==> config.mk <==
export PLATFORM = sky130hd
export DESIGN_NAME = uart_tx_arbiter
export DESIGN_NICKNAME = d
export VERILOG_FILES = /design/src/rtl/uart_tx_arbiter.sv
export SDC_FILE = /design/constraint.sdc
export NUM_CORES = 1
export LEC_CHECK = 0
export ABC_CLOCK_PERIOD_IN_PS = 1600
export BUFFER_PORTS_ARGS = -buffer_cell sky130_fd_sc_hd__buf_2
export CAP_MARGIN = 20
export CELL_PAD_IN_SITES_DETAIL_PLACEMENT = 0
export CELL_PAD_IN_SITES_GLOBAL_PLACEMENT = 2
export CORE_MARGIN = 5
export CORE_UTILIZATION = 26
export DETAILED_ROUTE_END_ITERATION = 12
export GPL_TIMING_DRIVEN = 0
export PLACE_DENSITY = 0.84
export SLEW_MARGIN = 20
export SYNTH_ARGS = -nofsm -noshare
export SYNTH_HDL_FRONTEND = slang
export SYNTH_SLANG_ARGS = --single-unit
==> constraint.sdc <==
create_clock -name clk -period 1.6 [get_ports clk]
set_input_delay 0.24 -clock clk [delete_from_list [all_inputs] [get_ports clk]]
set_output_delay 0.24 -clock clk [all_outputs]
set_load 0.01 [all_outputs]
==> src/rtl/uart_tx_arbiter.sv <==
// uart_tx_arbiter
//   Packet-level round-robin arbiter that shares one UART transmit byte stream
//   among N requesters. The granted requester keeps the stream until it hands
//   over a byte flagged last, or until it stays idle for TIMEOUT cycles.
//
// Parameters
//   N        number of requesters (2..8)
//   TIMEOUT  idle cycles of the granted requester before the grant is revoked (>=2)
//
// Ports
//   clk, rst              clock; asynchronous active-high reset
//   req_data[8*N-1:0]     byte from requester i at [8*i+7:8*i]
//   req_valid/req_last    per-requester valid and end-of-packet flag
//   req_ready             per-requester accept (only the owner can see it high)
//   out_data/out_valid    byte stream to the UART transmitter
//   out_ready             transmitter accepts byte
//   grant                 one-hot current owner, zero when idle
//   timeout               one-cycle pulse when the stall timer revokes the grant
//
// Build option
//   UART_ARB_TAG_EN       when defined, each packet is preceded by a header byte
//                         {5'b10100, idx[2:0]} so packets identify their source.

module uart_tx_arbiter #(
    parameter int N       = 2,
    parameter int TIMEOUT = 4096
) (
    input  logic           clk,
    input  logic           rst,
    input  logic [8*N-1:0] req_data,
    input  logic [N-1:0]   req_valid,
    input  logic [N-1:0]   req_last,
    output logic [N-1:0]   req_ready,
    output logic [7:0]     out_data,
    output logic           out_valid,
    input  logic           out_ready,
    output logic [N-1:0]   grant,
    output logic           timeout
);

    // Stall counter wide enough for TIMEOUT-1, clamped to 12..32 bits.
    localparam int CW_RAW = $clog2(TIMEOUT + 1);
    localparam int CW     = (CW_RAW < 12) ? 12 : ((CW_RAW > 32) ? 32 : CW_RAW);

`ifdef UART_ARB_TAG_EN
    typedef enum logic [1:0] {IDLE, XFER, TAG} state_t;
`else
    typedef enum logic [1:0] {IDLE, XFER} state_t;
`endif

    state_t          state_q, state_d;
    logic [2:0]      gidx_q, gidx_d;   // index of the current owner
    logic [2:0]      ptr_q, ptr_d;     // last served requester
    logic [CW-1:0]   cnt_q, cnt_d;

    logic            found;
    logic [2:0]      pick;
    logic [7:0]      sel_data;
    logic            sel_valid;
    logic            sel_last;

    always_ff @(posedge clk or posedge rst) begin
        if (rst) begin
            state_q <= IDLE;
            gidx_q  <= '0;
            ptr_q   <= 3'(N - 1);
            cnt_q   <= '0;
        end else begin
            state_q <= state_d;
            gidx_q  <= gidx_d;
            ptr_q   <= ptr_d;
            cnt_q   <= cnt_d;
        end
    end

    // Round-robin pick: first valid requester scanning from ptr+1 with wrap.
    always_comb begin
        found = 1'b0;
        pick  = '0;
        for (int k = 1; k <= N; k++) begin
            for (int i = 0; i < N; i++) begin
                if (!found && req_valid[i] && ((int'(ptr_q) + k) % N == i)) begin
                    found = 1'b1;
                    pick  = 3'(i);
                end
            end
        end
    end

    // Owner's signals and the one-hot grant view of gidx_q.
    always_comb begin
        sel_data  = '0;
        sel_valid = 1'b0;
        sel_last  = 1'b0;
        grant     = '0;
        for (int i = 0; i < N; i++) begin
            if (gidx_q == 3'(i)) begin
                sel_data  = req_data[8*i +: 8];
                sel_valid = req_valid[i];
                sel_last  = req_last[i];
                if (state_q != IDLE) grant[i] = 1'b1;
            end
        end
    end

    always_comb begin
        state_d   = state_q;
        gidx_d    = gidx_q;
        ptr_d     = ptr_q;
        cnt_d     = cnt_q;
        out_valid = 1'b0;
        out_data  = '0;
        req_ready = '0;
        timeout   = 1'b0;
        case (state_q)
            IDLE: begin
                if (found) begin
                    gidx_d = pick;
                    cnt_d  = '0;
`ifdef UART_ARB_TAG_EN
                    state_d = TAG;
`else
                    state_d = XFER;
`endif
                end
            end
`ifdef UART_ARB_TAG_EN
            TAG: begin
                out_valid = 1'b1;
                out_data  = {5'b10100, gidx_q};
                cnt_d     = '0;
                if (out_ready) state_d = XFER;
            end
`endif
            XFER: begin
                out_valid = sel_valid;
                out_data  = sel_data;
                for (int i = 0; i < N; i++) begin
                    if (gidx_q == 3'(i)) req_ready[i] = out_ready;
                end
                if (sel_valid && out_ready) begin
                    // A handshake always beats an expiring timer.
                    cnt_d = '0;
                    if (sel_last) begin
                        state_d = IDLE;
                        ptr_d   = gidx_q;
                    end
                end else if (!sel_valid) begin
                    if (cnt_q == CW'(TIMEOUT - 1)) begin
                        timeout = 1'b1;
                        state_d = IDLE;
                        ptr_d   = gidx_q;
                    end else begin
                        cnt_d = cnt_q + CW'(1);
                    end
                end
                // valid but not ready: back-pressure, counter holds
            end
            default: state_d = IDLE;
        endcase
    end

endmodule
Word level (Yosys, flattened, before mapping):

Index checks and enable logic that the tools add are counted.

* add/sub/neg operators: 3
* equal/unequal tests: 12
* muxes and demuxes: 40
* reduce and logical (&&, ||, !) cells: 22
* bitwise logic cells: 2

Operators with widths (number)
* 32-bit logical NOT: 2
* 13-bit 2-to-1 mux: 4
* 13-bit case mux with 2 select lines: 1
* 8-bit 2-to-1 mux: 3
* 1-bit 2-to-1 mux: 23
* 13-bit by 1-bit adder with 13-bit output, second input constant: 1
* 13-bit by 12-bit equality test with 1-bit output, second input constant: 1
* 2-bit 2-to-1 mux: 6
* 3-bit != test, second input constant: 4
* 4-bit AND reduction: 3
* 1-bit logical AND: 8
* 3-bit 2-to-1 mux: 2
* 2-bit nonzero test: 3
* 2-bit equality test, second input constant: 2
* 2-bit != test, second input constant: 2
* 2-bit case mux with 2 select lines: 1
* 3-bit by 1-bit equality test with 1-bit output, second input constant: 1
* 1-bit logical NOT: 3
* 3-bit logical NOT: 1
* 1-bit adder, second input constant: 2
* 1-bit AND, first input constant: 2
* 2-bit by 1-bit equality test with 1-bit output, second input constant: 1
* 2-bit logical NOT: 1
* 2-bit by 1-bit != test with 1-bit output, second input constant: 1
* 2-bit AND reduction: 1

* logic and storage cells: 83
* output and inout bits: 14
* input port bits: 23
* register bits: 19

Logic depth before layout (Yosys ltp):

Gate-level depths: netlist of the first run.

* depth after elaboration: 19
* mapped depth: 6
* gate-level depth less buffers: 5

Least setup slack after synthesis of the first run:

OpenSTA, ideal clock, no wires.

* kind: register to register
* start: register gidx_q[0]
* end: register cnt_q[10]
* arrival time: 1.535 ns
* path buffers: 2
* setup slack: -0.016 ns
* library setup time: 0.082 ns
* period minus slack after synthesis: 1.616 ns
* cell stages (with the launch flop): 7
* data required time: 1.518 ns
* path through: dfrtp_1 > buf_2 > mux2_2 > a21oi_1 > buf_4 > o21ai_0 > a31oi_1

* word-level cells in the longest chain between the ends: 6
* elaborated cells on any way between the ends: 10
* those cells by class: 3 x eq/ne; 4 x mux; 3 x reduce/logical

Ends and longest elaborated chain
* from (decl): line 52 `logic [2:0] gidx_q, gidx_d;`
* from (signal assigned): line 70 `gidx_q <= gidx_d;`
* 3-bit logical NOT: line 97 `if (gidx_q == 3'(i)) begin`
* 1-bit 2-to-1 mux: line 97
* 1-bit 2-to-1 mux *: line 97
* 1-bit logical AND: line 141 `if (sel_valid && out_ready) begin`
* 3-bit != test (no source line) or 13-bit 2-to-1 mux (tied branches)
* 4-bit AND reduction (no source line) or 13-bit case mux with 2 select lines (tied branches)
* to (signal assigned): line 72 `cnt_q <= cnt_d;`
* to (decl): line 54 `logic [CW-1:0] cnt_q, cnt_d;`

Mark *: on every way between the ends. The rest lies on a longest branch, timed or not.
A chain may end at the register's enable or synchronous reset.

Final worst setup path of the first run:

* start: register gidx_q[0]
* end: register cnt_q[9]

The elaborated chain is that of the path after synthesis.

==> results of run 1 <==
[final timing paths]
| check | start | endpoint | slack [ps] | cells after the start |
|---|---|---|---|---|
| min | rst | cnt_q[12]$_DFFE_PP0P_ | 60 | 2 |
| max reg2reg | gidx_q[0]$_DFFE_PP0P_ | cnt_q[9]$_DFFE_PP0P_ | -150 | 7 |
| max in group asynchronous | rst | cnt_q[2]$_DFFE_PP0P_ | 1060 | 2 |
| max | gidx_q[0]$_DFFE_PP0P_ | cnt_q[9]$_DFFE_PP0P_ | -150 | 7 |
| min in group clk | req_valid[0] | gidx_q[0]$_DFFE_PP0P_ | 270 | 2 |
| min reg2reg | cnt_q[10]$_DFFE_PP0P_ | cnt_q[10]$_DFFE_PP0P_ | 530 | 1 |
[worst max-delay path: cells and delay by family (launching register included)]
family                 cells  cell delay, ps
AND/OR/NAND/NOR            3             700
flip-flops                 1             370
buffers and inverters      3             360
multiplexers               1             250
[cell families after synthesis]
| kind of cell | count (synthesis) | share of synthesized area, % |
|---|---|---|
| simple gates | 60 | 26.5 |
| compound gates | 39 | 24.2 |
| flops | 16 | 33.7 |
| buf+inv | 15 | 5.15 |
| mux | 11 | 9.45 |
| fa+ha+maj | 1 | 1.05 |
[metrics by stage]
step,setup WS (ps),TNS [ps]
2_1_floorplan,-8.47,-15.6
6_report,-146,-1570
3_5_place_dp,-338,-3300
5_1_grt,-240,-3330
3_3_place_gp,-376,-3810
4_1_cts,-188,-579
[per-layer routing]
metal / vias up / track usage (%) / share of wire (%)
li1: 688 / - / -
met1: 650 / 16.8 / 44
met4: 0 / 5.67 / 1.3
met3: 7 / 2.89 / 6.8
met2: 56 / 18.7 / 48
met5: - / 0 / 0
[final cells by class]
class | instances | area (sq um) | share of cell area (%)
sequential | 16 | 408 | 19.2
clock buffer | 4 | 45.0 | 2.12
inverter | 11 | 43.8 | 2.06
buffer | 4 | 50.0 | 2.36
multi-input combinational | 111 | 958 | 45.1
timing repair buffer | 71 | 553 | 26.0
tap | 52 | 65.1 | 3.06
[repair_timing]
item,in CTS,in global routing
pin swaps,8,30
setup endpoints to repair,28,27
resized for setup,25,55
setup buffers,10,25
hold buffers,0,0
gates cloned,0,1
[flip-flops by register name (all words and copies together), names as in the netlist]
| name | flops |
|---|---|
| gidx_q | 1 |
| ptr_q | 1 |
| state_q | 1 |
| cnt_q | 13 |
[cells in the final DEF, fill, tap and decap left out, types with 3 or more instances in the layout]
| master | instances |
|---|---|
| buf_2 | 35 |
| buf_4 | 21 |
| nor2_1 | 13 |
| buf_6 | 12 |
| nand2_1 | 11 |
| inv_1 | 10 |
| dfrtp_1 | 10 |
| mux2i_1 | 8 |
| buf_12 | 6 |
| dfrtp_2 | 5 |
| nand3_1 | 4 |
| a31oi_1 | 4 |
| a22oi_2 | 4 |
| nand4_1 | 3 |
| nand2b_1 | 3 |
| a21oi_4 | 3 |
| o211ai_1 | 3 |
| o31a_1 | 3 |
| nor3_1 | 3 |
| clkbuf_8 | 3 |
[where the power goes]
group          internal [mW]  total, mW  switching [mW]
sequential             0.527      0.647           0.120
combinational           1.13       2.02           0.890
clock                  0.177      0.331           0.154
==> results.toml, run 1 <==
[timing]
final.setup_skew_ps = 7.54
holdWs_ps = 64.2
max_freq_mhz = 573
rsz0062_at_grt = "true"
drv_slew = 0
setup_slack_ps = -146
finalHoldViolations = 0
slew_headroom_pct = 55.8
min_period_ps = 1750
worst_pin_slew_ps = 662
setup-violations-final = 21
timing.final.crit_share_pct = 109

[global_routing]
grt_first_pass_wirelength_mm = 6.29
track_usage_pct = 12.4
grt_max_degree = 17
grt_pass1_vias = 1323
grt_overflow = 0
antenna_found_initial = 0

[synth]
yosys.cell_types.count = 45
synth_area_leader_cell = "dfrtp_1"
async_reset_ff_share_pct = 100
seq_area_frac_synth_pct = 33.7
synth_edf_count = 0
synth_commonest_cells = "15 x dfrtp_1, 15 x nor2_1, 13 x nand2_1"
yosysWarnings = 0
synth_area_leaders = "dfrtp_1 32%, mux2i_1 7.6%, nor2_1 4.7%"
ys_ff_latch = 16
synthFlopType = "dfrtp_1"
synth_area_sq_mm = 0.00119
synthesis.instances = 142
syn_avg_cell_area_sq_um = 8.39
syn-num-nets = 166
synth_top_area_share_pct = 31.5

[final_layout]
antenna_cells = 0
fin_nets = 242
final_area_sq_mm = 0.00212
area_growth_pct = 78.3
post-route-util_pct = 48.1
stdcell_count = 269
layout-drive-gt1-share_pct = 54.8
n_fill_cell = 417

[drt]
viasPerCell = 5.21
wl_per_cell_um = 15.0
drc = 0
vias = 1401
drtIter0Drc = 80
final_antenna_net_count = 0
routed_wl_mm = 4.04
dr.pass1.iters = 4

[power]
power_density_mw_per_mm2 = 1410
power.total_mw = 2.99
p_leak_nw = 0.949
peakVddDrop_mv = 0.726

[floorplan]
die_w_um = 77.7
core.rowCount = 24
die_h_um = 77.7
core_area_sq_mm = 0.00441
io_pins = 37
dieArea_sq_mm = 0.00603
start_util_pct = 27.0

[worst_hold_path]
min-delay-path-class = "input port to async pin"

[worst_setup_path]
slowest_stage = "or4_1"
crit_arrival_ps = 1940
worstSetupEndpointType = "flip-flop"
critPathMaxFanout = 6
cp.required_ps = 1790
max_stage_delay_ps = 480
crit_type = "flip-flop to flip-flop"
cp-start-kind = "flip-flop"
path_cells = "buf_6 -> buf_12 -> buf_12 -> mux2i_4 -> nand2_4 -> or4_1 -> nand3_1"
cp_common_cell = "buf_12"

[place]
globalplace.congestion = 0.725
dpl.hpwl_mm = 2.47
placed_cells = 230
dpl_cell_area_sq_mm = 0.00144
io_buffers = 36

[clock_tree]
h-tree-depth = 1
cts_tree = "built"
cts-root-buf = "clkbuf_8"
numCtsBuffers = 3
cts_sinks = 16
clk_pin_slew_ps = 70
insertion_delay_ps = 260
clockBufferDepth = 2

[run_status]
failed_checks = "setup timing"
status = "complete, but fails checks"

[run]
cap_violations = 0
Note: power is estimated with default switching activity, not from simulation.
==> run 2, diff against run 1 <==
--- a/config.mk
+++ b/config.mk
@@ -5,13 +5,13 @@
 export SDC_FILE = /design/constraint.sdc
 export NUM_CORES = 1
 export LEC_CHECK = 0
-export ABC_CLOCK_PERIOD_IN_PS = 1600
+export ABC_CLOCK_PERIOD_IN_PS = 1450
 export BUFFER_PORTS_ARGS = -buffer_cell sky130_fd_sc_hd__buf_2
 export CAP_MARGIN = 20
 export CELL_PAD_IN_SITES_DETAIL_PLACEMENT = 0
-export CELL_PAD_IN_SITES_GLOBAL_PLACEMENT = 2
+export CELL_PAD_IN_SITES_GLOBAL_PLACEMENT = 1
 export CORE_MARGIN = 5
-export CORE_UTILIZATION = 26
+export CORE_UTILIZATION = 33
 export DETAILED_ROUTE_END_ITERATION = 12
 export GPL_TIMING_DRIVEN = 0
 export PLACE_DENSITY = 0.84
==> constraint.sdc (replaced) <==
create_clock -name clk -period 1.45 [get_ports clk]
set_input_delay 0.2175 -clock clk [delete_from_list [all_inputs] [get_ports clk]]
set_output_delay 0.2175 -clock clk [all_outputs]
set_load 0.005 [all_outputs]
==> run 2 against run 1 <==
Net effect:
- die area down 19%
- clock power down 7.9%
- worst setup slack worse by 200 ps
- critical endpoint is now timeout
- largest power group unchanged
- flip-flop and latch count unchanged
- cell count down 2.6%
- the run ends with hold timing, setup timing left
- register-to-register slack worse by 100 ps
==> results.toml, run 2 (synthesis gave the netlist of run 1 again) <==
[drt]
final_antenna_net_count = 0
met1_length_mm = 1.59
vias = 1432
drc = 0
viasPerCell = 5.47
wl_per_cell_um = 15.5
drtIter0Drc = 108
top_layer_used = "met4"
routed_wl_mm = 4.05
dr_wl_met3_um = 320
dr.pass1.iters = 4
wl_met2_mm = 2.06

[floorplan]
core_area_sq_mm = 0.00342
start_util_pct = 34.9
dieArea_sq_mm = 0.00491
die_w_um = 70.1
io_pins = 37
core.rowCount = 21
die_h_um = 70.1

[final_layout]
final_cell_mix = "35 x buf_2, 22 x buf_4, 13 x buf_6"
fin_nets = 241
n_fill_cell = 299
top_register = "cnt_q"
final_common_cell = "buf_2"
antenna_cells = 0
largest_reg_flops = 13
layout-drive-gt1-share_pct = 56.5
area_growth_pct = 73.1
multi_input_comb_area_sq_um = 953
register_area_sq_um = 408

[timing]
drv_slew = 0
setup_slack_ps = -347
holdWs_ps = -25.0
timing.final.crit_share_pct = 124
finalHoldViolations = 15
max_freq_mhz = 556
rsz0062_at_grt = "true"
slew_headroom_pct = 58.8
worst_pin_slew_ps = 617
final.setup_skew_ps = 7.09
setup-violations-final = 28
finalSetupTns_ps = -3990
min_period_ps = 1800

[worst_setup_path]
cp-start-kind = "flip-flop"
crit_end = "timeout"
cp.required_ps = 1230
crit_type = "flip-flop to output port"
r2r-start = "cnt_q[8]$_DFFE_PP0P_"
rrSetupSlack_ps = -250
reg2reg_depth = 7
r2r_end = "state_q[0]$_DFFE_PP0P_"
worstSetupEndpointType = "output port"
crit_arrival_ps = 1580
startpoint = "cnt_q[8]$_DFFE_PP0P_"
critPathMaxFanout = 5

[global_routing]
grt_pass1_vias = 1440
grt_max_degree = 17
grt_first_pass_wirelength_mm = 6.46
grt_overflow = 0
track_usage_pct = 15.8
antenna_found_initial = 0

[clock_tree]
clk_pin_slew_ps = 100
insertion_delay_ps = 300
cts-root-buf = "clkbuf_4"
numCtsBuffers = 3
h-tree-depth = 1
cts_tree = "built"
clockBufferDepth = 2
cts_sinks = 16
hold_buffers = 0

[place]
io_buffers = 36
globalplace.congestion = 0.806
dpl.hpwl_mm = 2.43

[power]
power.total_mw = 3.01
peakVddDrop_mv = 0.821
power_density_mw_per_mm2 = 1460
p_leak_nw = 0.937

[run_status]
status = "complete, but fails checks"
failed_checks = "hold timing, setup timing"

[run]
cap_violations = 0

[worst_hold_path]
min-delay-path-class = "input port to async pin"
==> run 2: final cells by class <==
class	instances	area share, %
repair buffers	70	24.8
well taps	46	2.79
flip-flops and latches	16	19.8
multi-input cells	111	46.2
inverters	11	2.12
plain buffers	4	2.49
clock buffers	4	1.76
==> run 2: metrics by stage <==
stage                     cell area (sq um)  setup WS [ps]  util [%]  cells
after floorplan                        1240           -158         -    142
after global placement                 1480           -453      43.4    224
after detailed placement               1480           -416      43.4    224
after CTS                              1850           -322      54.3    250
after global routing                   2060           -431      60.4    262
final                                  2060           -347      60.4    262
==> run 2: worst min-delay path by stage <==
stage | to | slack, ps
5_1_grt | cnt_q[4]$_DFFE_PP0P_ | 50
3_3_place_gp | cnt_q[3]$_DFFE_PP0P_ | 330
4_1_cts | cnt_q[4]$_DFFE_PP0P_ | 4
6_report | cnt_q[11]$_DFFE_PP0P_ | -30
3_5_place_dp | cnt_q[3]$_DFFE_PP0P_ | 330
2_1_floorplan | cnt_q[0]$_DFFE_PP0P_ | 130
==> run 2: report_power, final <==
| group | switching (mW) | leakage, nW | total (mW) | internal [mW] |
|---|---|---|---|---|
| combinational | 0.896 | 0.715 | 1.99 | 1.10 |
| sequential | 0.134 | 0.201 | 0.715 | 0.580 |
| clock | 0.152 | 0.0210 | 0.305 | 0.153 |
==> run 2: critical path: stages (launching register included) <==
cell and delay [ps]:
dfrtp_1 440, nand4_1 140, buf_6 160, nor4_4 270, and2_1 160, buf_2 110
==> run 2: metal layers <==
| layer | vias up | track usage [%] |
|---|---|---|
| li1 | 688 | - |
| met1 | 672 | 18.6 |
| met2 | 67 | 28.4 |
| met3 | 5 | 2.73 |
| met5 | - | 0 |
| met4 | 0 | 5.53 |
==> run 2: what timing repair did <==
item / 4_1_cts / 5_1_grt
buffers inserted: 22 / 12
cloned: 1 / 0
setup endpoints to repair: 28 / 29
gates resized for setup: 40 / 26
pin swaps: 18 / 20
